$ cat src/rtl/mem_dma.sv
// Bus-initiator DMA engine: copies or fills a block of 32-bit words over the native valid/ready memory bus.
// One outstanding request at a time, with a gap cycle between transactions and a per-request timeout abort.
module mem_dma #(
    parameter int unsigned ADDRWIDTH = 32,
    parameter int unsigned LENWIDTH  = 16,
    parameter int unsigned TIMEOUT   = 255
) (
    input  logic                 clk,
    input  logic                 reset_n,
    input  logic                 start,
    input  logic                 mode,
    input  logic [ADDRWIDTH-1:0] src_addr,
    input  logic [ADDRWIDTH-1:0] dst_addr,
    input  logic [LENWIDTH-1:0]  length,
    input  logic [31:0]          fill_data,
    output logic                 busy,
    output logic                 done,
    output logic                 error,
    output logic                 mem_valid,
    output logic [ADDRWIDTH-1:0] mem_addr,
    output logic [31:0]          mem_wdata,
    output logic [3:0]           mem_wstrb,
    input  logic                 mem_ready,
    input  logic [31:0]          mem_rdata
);
    localparam int unsigned          TMO_W      = 16;
    localparam logic [TMO_W-1:0]     TMO_LAST   = TMO_W'(TIMEOUT - 1);
    localparam logic [ADDRWIDTH-1:0] WORD_STEP  = ADDRWIDTH'(4);
    localparam logic [ADDRWIDTH-1:0] ALIGN_MASK = ~ADDRWIDTH'(3);

    typedef enum logic [2:0] {
        S_IDLE   = 3'd0,
        S_RD_REQ = 3'd1,
        S_RD_GAP = 3'd2,
        S_WR_REQ = 3'd3,
        S_WR_GAP = 3'd4,
        S_DONE   = 3'd5
    } state_t;

    state_t                 state_q, state_d;
    logic                   mode_q, mode_d;
    logic [ADDRWIDTH-1:0]   src_q, src_d;
    logic [ADDRWIDTH-1:0]   dst_q, dst_d;
    logic [LENWIDTH-1:0]    remain_q, remain_d;
    logic [31:0]            fill_q, fill_d;
    logic [31:0]            buf_q, buf_d;
    logic [TMO_W-1:0]       tmo_q, tmo_d;
    logic                   abort_d;

    logic                   valid_d;
    logic [ADDRWIDTH-1:0]   addr_d;
    logic [31:0]            wdata_d;
    logic [3:0]             wstrb_d;
    logic                   busy_d;
    logic                   done_d;
    logic                   error_d;

    logic                   hs_c;
    logic                   tmo_hit_c;

    assign hs_c      = mem_valid & mem_ready;
    // The TIMEOUT-th waiting cycle aborts even if ready shows up in it.
    assign tmo_hit_c = (tmo_q == TMO_LAST);

    // State register
    always_ff @(posedge clk) begin
        if (!reset_n) begin
            state_q <= S_IDLE;
        end else begin
            state_q <= state_d;
        end
    end

    // Transfer context registers
    always_ff @(posedge clk) begin
        if (!reset_n) begin
            mode_q   <= 1'b0;
            src_q    <= '0;
            dst_q    <= '0;
            remain_q <= '0;
            fill_q   <= '0;
            buf_q    <= '0;
            tmo_q    <= '0;
        end else begin
            mode_q   <= mode_d;
            src_q    <= src_d;
            dst_q    <= dst_d;
            remain_q <= remain_d;
            fill_q   <= fill_d;
            buf_q    <= buf_d;
            tmo_q    <= tmo_d;
        end
    end

    // Next-state and datapath update
    always_comb begin
        state_d  = state_q;
        mode_d   = mode_q;
        src_d    = src_q;
        dst_d    = dst_q;
        remain_d = remain_q;
        fill_d   = fill_q;
        buf_d    = buf_q;
        tmo_d    = tmo_q;
        abort_d  = 1'b0;
        case (state_q)
            S_IDLE: begin
                if (start) begin
                    mode_d   = mode;
                    src_d    = src_addr & ALIGN_MASK;
                    dst_d    = dst_addr & ALIGN_MASK;
                    remain_d = length;
                    fill_d   = fill_data;
                    tmo_d    = '0;
                    if (length == '0) begin
                        state_d = S_DONE;
                    end else if (mode) begin
                        state_d = S_WR_REQ;
                    end else begin
                        state_d = S_RD_REQ;
                    end
                end
            end
            S_RD_REQ: begin
                if (tmo_hit_c) begin
                    state_d = S_DONE;
                    abort_d = 1'b1;
                end else if (hs_c) begin
                    buf_d   = mem_rdata;
                    src_d   = src_q + WORD_STEP;
                    state_d = S_RD_GAP;
                end else begin
                    tmo_d = tmo_q + TMO_W'(1);
                end
            end
            S_RD_GAP: begin
                tmo_d   = '0;
                state_d = S_WR_REQ;
            end
            S_WR_REQ: begin
                if (tmo_hit_c) begin
                    state_d = S_DONE;
                    abort_d = 1'b1;
                end else if (hs_c) begin
                    dst_d    = dst_q + WORD_STEP;
                    remain_d = remain_q - LENWIDTH'(1);
                    if (remain_q == LENWIDTH'(1)) begin
                        state_d = S_DONE;
                    end else begin
                        state_d = S_WR_GAP;
                    end
                end else begin
                    tmo_d = tmo_q + TMO_W'(1);
                end
            end
            S_WR_GAP: begin
                tmo_d   = '0;
                state_d = mode_q ? S_WR_REQ : S_RD_REQ;
            end
            S_DONE: begin
                state_d = S_IDLE;
            end
            default: begin
                state_d = S_IDLE;
            end
        endcase
    end

    // Output decode from the upcoming state so every bus/status output comes straight from a flop
    always_comb begin
        valid_d = 1'b0;
        wstrb_d = 4'b0000;
        addr_d  = dst_d;
        wdata_d = mode_d ? fill_d : buf_d;
        busy_d  = (state_d != S_IDLE);
        done_d  = (state_d == S_DONE);
        error_d = abort_d;
        case (state_d)
            S_RD_REQ: begin
                valid_d = 1'b1;
                addr_d  = src_d;
            end
            S_WR_REQ: begin
                valid_d = 1'b1;
                wstrb_d = 4'b1111;
            end
            default: begin
                valid_d = 1'b0;
            end
        endcase
    end

    // Output registers
    always_ff @(posedge clk) begin
        if (!reset_n) begin
            mem_valid <= 1'b0;
            mem_addr  <= '0;
            mem_wdata <= '0;
            mem_wstrb <= 4'b0000;
            busy      <= 1'b0;
            done      <= 1'b0;
            error     <= 1'b0;
        end else begin
            mem_valid <= valid_d;
            mem_addr  <= addr_d;
            mem_wdata <= wdata_d;
            mem_wstrb <= wstrb_d;
            busy      <= busy_d;
            done      <= done_d;
            error     <= error_d;
        end
    end

endmodule

$ cat config.mk
export PLATFORM = sky130hd
export DESIGN_NAME = mem_dma
export DESIGN_NICKNAME = d
export VERILOG_FILES = /design/src/rtl/mem_dma.sv
export SDC_FILE = /design/constraint.sdc
export NUM_CORES = 1
export LEC_CHECK = 0
export ABC_AREA = 1
export BUFFER_PORTS_ARGS = -buffer_cell sky130_fd_sc_hd__buf_2
export CAP_MARGIN = 10
export CORE_MARGIN = 2
export CORE_UTILIZATION = 50
export CTS_CLUSTER_DIAMETER = 40
export DETAILED_ROUTE_END_ITERATION = 7
export PLACE_DENSITY = 0.78
export SKIP_LAST_GASP = 1
export SYNTH_ARGS = -nofsm -noshare
export SYNTH_HDL_FRONTEND = slang
export SYNTH_SLANG_ARGS = --single-unit
$ cat constraint.sdc
create_clock -name clk -period 1.9 [get_ports clk]
set_clock_uncertainty 0.15 [all_clocks]
set_input_delay 0.095 -clock clk [delete_from_list [all_inputs] [get_ports clk]]
set_output_delay 0.095 -clock clk [all_outputs]
set_load 0.1 [all_outputs]
# After elaboration in Yosys (flattened, before gate mapping)
# Index checks and enable logic that the tools add are counted.
[totals]
ff_bits = 236
input_bits = 149
out_inout_bits = 72
wordCells = 83
[classes]
addsub = 4
n_eq_ne = 14
mux = 38
bitwise = 1
reduce_logical = 11
[op_table]
columns = ["operator", "n"]
rows = [
  ["$mux 32", 13],
  ["$pmux 32 s2", 2],
  ["$mux 16", 6],
  ["$add 32x3->32 const B", 2],
  ["$pmux 16 s3", 1],
  ["$pmux 16 s2", 1],
  ["$mux 3", 6],
  ["$add 16x1->16 const B", 1],
  ["$eq 16x1->1 const B", 1],
  ["$eq 16x8->1 const B", 1],
  ["$logic_not 16->1", 1],
  ["$sub 16x1->16 const B", 1],
  ["$pmux 3 s5", 1],
  ["$ne 2x2->1 const B", 5],
  ["$eq 3x2->1 const B", 3],
  ["$reduce_and 4->1", 2],
  ["$eq 3x1->1 const B", 2],
  ["$eq 3x3->1 const B", 2],
  ["$reduce_bool 3->1", 2],
  ["$reduce_or 2->1", 3],
  ["$mux 1", 5],
  ["$mux 2", 2],
  ["$mux 4", 1],
  ["$logic_not 3->1", 1],
  ["other kinds (3)", 3],
]

# Logic depth before layout (Yosys ltp)
# Gate-level depths: netlist of the first run.
[logic_depth]
depth_word = 8
mapped_depth = 16
mapped_depth_nobuf = 15

# Worst setup path after synthesis of the first run
# OpenSTA, ideal clock, no wires.
[synth_timing]
kind = "flip-flop to flip-flop"
start = "reg mem_valid"
end = "reg mem_addr[8]"
arrival_ns = 2.430
t_required_ns = 1.634
path_slack_ns = -0.795
stages_incl_launch_ff = 12
period_less_slack_ns = 2.695
path_cell_list = "dfxtp_1 > nand2_1 > inv_1 > buf_2 > buf_2 > nand4_1 > nor2_1 > nor2_1 > o21ai_0 > nand2_1 > nor2_1 > nor2_1"
[synth_via]
elab_chain_len = 6
elab_cells_between_ends = 14
cone_classes = "eq/ne (1); mux (12); bitwise (1)"
[synth_lines]
columns = ["element", "line_no", "source"]
rows = [
  ["from (decl)", "19", "output logic mem_valid,"],
  ["from (signal assigned)", "204", "mem_valid <= valid_d;"],
  ["$and 1x1->1 (*)", "61", "assign hs_c = mem_valid & mem_ready;"],
  ["$mux 3, on equally long branches", "144, 128", ""],
  ["$mux 3, on equally long branches", "141, 125", ""],
  ["$pmux 3 s5", "106", "case (state_q)"],
  ["$eq 3x1->1", "178", "case (state_d)"],
  ["$mux 32 (*)", "178", ""],
  ["to (signal assigned)", "205", "mem_addr <= addr_d;"],
  ["to (decl)", "20", "output logic [ADDRWIDTH-1:0] mem_addr,"],
]
# Mark *: on every way between the ends. The rest lies on a longest branch, timed or not.
# A chain may end at the register's enable or synchronous reset.

# Worst setup path in the final report of the first run
[layout_timing]
start = "reg tmo_q[13]"
end = "reg mem_addr[21]"
[layout_via]
elab_chain_len = 5
elab_cells_between_ends = 10
cone_classes = "eq/ne (2); mux (8)"
[layout_lines]
columns = ["element", "line_no", "source"]
rows = [
  ["from (decl)", "47", "logic [TMO_W-1:0] tmo_q, tmo_d;"],
  ["from (signal assigned)", "91", "tmo_q <= tmo_d;"],
  ["$eq 16x8->1 (*)", "63", "assign tmo_hit_c = (tmo_q == TMO_LAST);"],
  ["$mux 3, on equally long branches", "141, 125", ""],
  ["$pmux 3 s5", "106", ""],
  ["$eq 3x1->1", "178", ""],
  ["$mux 32 (*)", "178", ""],
]
# Marked as above.

==> results.toml, run 1 <==
[worst_setup_path]
crit_slowest_cell = "dfxtp_1"
worst_r2r_endpoint = "mem_addr[21]"
worst-setup-path-type = "flop to flop"
max_stage_delay_ps = 330
required_ps = 2160
r2r_start = "tmo_q[13]"
critPathMaxFanout = 5
critPathCaptureType = "flop"
crit_arrival_ps = 2590
crit_top_cell = "nand2_4"
rrSetupSlack_ps = -430
start_kind = "flop"
path_delay_family = "simple AND/OR/NAND/NOR gates"
crit_chain = "nor2_2, nand2_4, nor2_4, nand2_4, nand2_4, nand2_4, nand2_4, nand3_4, inv_4, buf_12, nand3_1, nand3_1, inv_1"
reg2regPathDepth = 13
cp_num_buf_inv = 3

[die]
rows = 55
coreArea_um2 = 22600
num_io_pins = 221
die_area_um2 = 24300
initial_core_util_pct = 50.9
die_h_um = 156
chipWidth_um = 156

[placement]
portBuffers = 216
dpl.hpwl_um = 29200
placedCellCount = 2327
place_congestion = 0.978

[clocking]
clock-sinks = 233
cts-root-buf = "clkbuf_16"
cts_htree_levels = 2
clk_latency_ps = 530
clockBufferDepth = 3
cts_tree = "done"
path_clk_slew_ps = 60
numCtsBuffers = 37

[run_status]
status = "finished with violations"
violations = "setup timing"

[sta]
slew_headroom_pct = 61.8
setup_viol = 177
fmax_mhz = 429
worst_pin_slew_ps = 568
min_period_over_period_pct = 123
fin_crit_ps = 2330
setup_slack_ps = -430
hold_viol = 0
slew_viol_final = 0
rsz0062_at_grt = "true"

[final_layout]
final_common_cell = "nand2_1"
area_growth_pct = 65.6
drive_gt1_share_pct = 37.6
instances_no_fill = 2584
final_nets = 2426
mostFrequentLayoutCells = "nand2_1 (309), buf_4 (239), nor2_1 (228)"
seq_area_um2 = 4700
nFillCells = 1259
multi_input_area_um2 = 6920

[detailed_routing]
avgViaCountPerCell = 5.81
ant_nets = 0
drt_iter0_drc = 1645
vias = 15000
routed_wl_um = 52600
drtPass1Iterations = 7
drc_errors = 0
avgRoutedWirePerCell_um = 20.4

[power]
vdd_ir_drop_max_v = 0.000985
p_per_area_nw_per_um2 = 1070
p_leak_nw = 8.91
power_mw = 20.4

[synth]
synth_edf_count = 0
synth-async-reset-ratio_pct = 0
ys_seq_area_share_pct = 40.5
ys.flop_type = "dfxtp_1"
synth_cell_types = 54
synth_area_um2 = 11500
netlist_instances = 1655
synth_seq_cells = 233
syn_avg_cell_area_um2 = 6.96
synth_fp_nets = 1810
ys.warnings.count = 0

[global_routing]
grt_overflow_total = 0
grt_pass1_vias = 14200
grt_start_max_net_pins = 69
grt_pass1_wl_um = 72100
grt_usage_pct = 37.5
antenna_found_initial = 1

[worst_hold_path]
hp-start = "start"
hold_depth = 6
min_to = "busy"
hold_class = "primary input to flop"

[flow_run]
drv_cap = 0
==> registers in the layout, indices dropped and copies added, names as in the netlist, 3 cells and up <==
name,flops
buf_q,32
dst_q,32
fill_q,32
mem_addr,32
mem_wdata,32
remain_q,16
src_q,32
state_q,3
tmo_q,16
==> cells in the mapped netlist (2+ instances only) <==
library cell	n	area, um2
nor2_4	3	33.8
a22o_1	4	35.0
nor4_1	6	37.5
o21ai_0	107	536
nand3_4	2	35.0
o22ai_1	3	18.8
ha_1	6	75.1
buf_1	2	7.51
mux2i_1	32	320
nand3_1	114	571
buf_2	20	100
dfxtp_1	233	4660
clkbuf_1	36	135
nor3_1	20	100
and2_1	3	18.8
nor2_1	287	1080
a21oi_1	73	365
a22oi_1	19	143
nor2_2	7	43.8
or2_2	2	12.5
clkinv_1	2	7.51
buf_4	13	97.6
nand2_1	352	1320
inv_2	14	52.6
a211oi_1	2	15.0
nand2_2	6	37.5
o21ai_2	2	17.5
a2bb2oi_1	32	280
xnor2_1	3	26.3
nand3_2	3	30.0
buf_6	6	67.6
nand4_1	20	125
nor3b_1	2	15.0
o21ai_1	3	15.0
a31oi_1	14	87.6
o21bai_1	3	22.5
xor2_1	22	193
o211ai_1	4	30.0
nor3_2	2	20.0
inv_1	154	578
nand2_4	4	45.0
==> where the power goes <==
part	leakage (nW)	internal, mW	total [mW]	switching [mW]
clock	0.589	4.18	6.72	2.54
sequential	1.92	5.48	5.85	0.374
combinational	6.40	2.67	7.79	5.12
total	8.91	12.3	20.4	8.04
==> timing repair <==
action,in CTS,in global routing
cloned,4,7
gates resized for setup,82,305
endpoints found under the hold margin,211,0
hold buffers,139,0
setup endpoints to repair,138,194
setup buffers,21,23
pin swaps,21,104
==> worst register-to-register path, delay by kind of cell, from the launching register on <==
family	cells	cell delay [ps]
AND/OR/NAND/NOR	10	1360
buffers and inverters	3	340
flip-flops	1	330
==> cell type report <==
cell class	instances	share of cell area [%]
Multi-Input combinational cell	1175	36.2
Timing Repair Buffer	654	27.4
Sequential cell	233	24.6
Clock buffer	52	5.53
Inverter	170	3.48
Tap cell	285	1.87
Clock inverter	14	0.839
Antenna cell	1	0.0131
==> cell families (layout without fill, tap and decap cells) <==
family,Yosys count,after routing,synth area share (%)
muxes,32,32,2.78
adders and majority gates,6,6,0.651
other,0,1,0
and+or+nand+nor,837,838,30.8
buffers and inverters,248,890,9.12
xor gates and xnor gates,25,25,1.90
DFF,233,233,40.5
AOI/OAI and AO/OA,274,274,14.3
==> metal layers <==
layer  part of all wire, %  track usage, %
met5                     0               0
met3                    11            7.97
met2                    47            63.6
met1                    35            43.6
met4                   7.5            22.4
==> per-stage QoR <==
step	util (%)	hold slack (ps)	setup TNS [ps]	area (um2)	setup slack, ps
floorplan	-	89.0	0	11500	11.0
global placement	64.6	197	-9400	14600	-245
detailed placement	64.6	212	-14250	14600	-302
CTS	78.3	15.9	-7760	17700	-210
global route	84.3	82.1	-39180	19100	-444
finish	84.3	40.8	-35070	19100	-430
==> worst max path at each step <==
stage / from / end / slack [ps] / depth (start not counted)
global placement: tmo_q[0] / mem_addr[12] / -250 / 13
finish: tmo_q[13] / mem_addr[21] / -430 / 13
floorplan: mem_valid / mem_addr[23] / 10 / 12
detailed placement: tmo_q[0] / mem_addr[17] / -300 / 14
CTS: tmo_q[9] / mem_addr[18] / -210 / 13
global route: tmo_q[1] / mem_addr[21] / -440 / 13
No activity file was read; power rests on OpenSTA's default activity.
==> run 2, diff against run 1 <==
--- a/config.mk
+++ b/config.mk
@@ -8,11 +8,13 @@
 export ABC_AREA = 1
 export BUFFER_PORTS_ARGS = -buffer_cell sky130_fd_sc_hd__buf_2
 export CAP_MARGIN = 10
+export CORE_ASPECT_RATIO = 0.9
 export CORE_MARGIN = 2
 export CORE_UTILIZATION = 50
 export CTS_CLUSTER_DIAMETER = 40
 export DETAILED_ROUTE_END_ITERATION = 7
-export PLACE_DENSITY = 0.78
+export PLACE_DENSITY = 0.76
+export RECOVER_POWER = 50
 export SKIP_LAST_GASP = 1
 export SYNTH_ARGS = -nofsm -noshare
 export SYNTH_HDL_FRONTEND = slang
==> results.toml, run 2 (synthesized netlist as in run 1, its figures left out) <==
[run_status]
status = "finished with violations"
violations = "setup timing"

[die]
rows = 52
die_area_um2 = 24300
initial_core_util_pct = 51.0
num_io_pins = 221
chipWidth_um = 164
die_h_um = 148
coreArea_um2 = 22600

[detailed_routing]
ant_nets = 0
drtPass1Iterations = 6
avgRoutedWirePerCell_um = 19.6
avgViaCountPerCell = 5.71
drc_errors = 0
routed_wl_um = 50400
drt_iter0_drc = 1639
vias = 14700

[final_layout]
final_util_pct = 84.0
final_nets = 2406
finalInstanceArea_um2 = 19000
drive_gt1_share_pct = 36.2
nFillCells = 1258
mostFrequentLayoutCells = "nand2_1 (313), nor2_1 (240), buf_4 (210)"
area_growth_pct = 64.5
final_common_cell = "nand2_1"

[power]
power_mw = 19.9
p_seq_share_pct = 29.3
p_per_area_nw_per_um2 = 1050
sw_frac_of_total_pct = 40.7
vdd_ir_drop_max_v = 0.00112
pwr-share-clk_pct = 30.1
p_switching_mw = 8.09
p_leak_nw = 8.81
intPower_mw = 11.8
power_frac_comb_pct = 40.7

[worst_setup_path]
crit_arrival_ps = 2590
timing.critical_path.from = "tmo_q[0]"
required_ps = 2270
crit_slowest_cell = "dfxtp_2"
crit_chain = "inv_2, ha_4, nand2_4, nor2_1, nand2_1, nand2_1, nand3_2, nor2_4, nand3_4, buf_12, buf_16, nand3_2, nand2_1, nor2_1"
max_stage_delay_ps = 320
r2r_start = "tmo_q[0]"
crit_top_cell = "nand2_1"
critPathMaxFanout = 7
worst-setup-path-type = "flop to flop"
rrSetupSlack_ps = -320
path_delay_family = "simple AND/OR/NAND/NOR gates"
critPathCaptureType = "flop"
start_kind = "flop"
cp_num_buf_inv = 3

[placement]
pre_cts_ws_ps = -402
placed_area_um2 = 14400
place_congestion = 0.959
portBuffers = 216
dpl.hpwl_um = 27600

[sta]
tns_ps = -24280
slew_headroom_pct = 60.1
slew_viol_final = 0
worst_pin_slew_ps = 601
fin_crit_ps = 2220
fmax_mhz = 450
setup_viol = 167
rsz0062_at_grt = "true"
setup_slack_ps = -322
min_period_over_period_pct = 117
hold_viol = 0

[worst_hold_path]
hp-start = "fill_data[2]"
hold_class = "primary input to flop"

[global_routing]
grt_start_max_net_pins = 75
grt_usage_pct = 37.7
antenna_found_initial = 1
grt_overflow_total = 0
grt_pass1_vias = 14100
grt_pass1_wl_um = 72700

[flow_run]
drv_cap = 0

[clocking]
cts_tree = "done"
clockBufferDepth = 3
cts-root-buf = "clkbuf_16"
cts_htree_levels = 1
path_clk_slew_ps = 60
clock-sinks = 233
clk_latency_ps = 580
numCtsBuffers = 31
[run 2: cell type report]
class / count / area (um2) / area share, %
well taps: 297 / 372 / 1.96
clock inverters: 21 / 250 / 1.32
repair inverters: 2 / 31.3 / 0.165
inverters: 170 / 688 / 3.63
multi-input cells: 1174 / 6870 / 36.2
clock buffers: 34 / 797 / 4.20
diodes: 1 / 2.50 / 0.0132
repair buffers: 639 / 5240 / 27.6
flip-flops and latches: 233 / 4710 / 24.8
[run 2: worst paths after layout]
| check | to | cells after the start |
|---|---|---|
| max reg2reg | mem_addr[18] | 14 |
| max | mem_addr[18] | 14 |
| min reg2reg | dst_q[1] | 2 |
| min | fill_q[2] | 4 |
[run 2: through the flow]
| step | hold WS [ps] | instances |
|---|---|---|
| after floorplan | 89.0 | 1655 |
| after global placement | 196 | 2308 |
| after detailed placement | 209 | 2308 |
| after CTS | 46.4 | 2538 |
| after global routing | 195 | 2571 |
| final | 180 | 2571 |
[run 2: worst reg2reg max path: stages (launching register included)]
cell and delay [ps]:
dfxtp_2 320, inv_2 70, ha_4 140, nand2_4 60
nor2_1 130, nand2_1 100, nand2_1 90, nand3_2 110
nor2_4 160, nand3_4 220, buf_12 210, buf_16 130
nand3_2 100, nand2_1 70, nor2_1 100
[run 2: metal layers]
| metal | GRT usage, % | share of wire (%) | routed length, um | vias to the layer above |
|---|---|---|---|---|
| li1 | - | - | - | 6593 |
| met1 | 45.1 | 36 | 18100 | 6713 |
| met2 | 62.6 | 46 | 23400 | 1066 |
| met3 | 8.92 | 11 | 5510 | 297 |
| met4 | 20.7 | 6.9 | 3490 | 0 |
| met5 | 0 | 0 | 0 | - |
[run 2: repair_timing]
| action | in CTS | in global routing |
|---|---|---|
| endpoints found under the setup margin | 176 | 204 |
| endpoints found under the hold margin | 216 | 0 |
| setup buffers | 25 | 33 |
| cloned | 9 | 4 |
| resized for setup | 187 | 205 |
| hold buffers | 142 | 0 |
| pin swaps | 47 | 63 |
[run 2: power by group through the flow]
stage / sequential [mW] / combinational [mW] / clock [mW]
finish: 5.82 / 8.09 / 5.98
CTS: 5.76 / 7.14 / 5.93
global placement: 5.83 / 6.11 / 0
global route: 5.86 / 8.44 / 6.17
floorplan: 7.68 / 2.29 / 0
detailed placement: 5.84 / 6.17 / 0
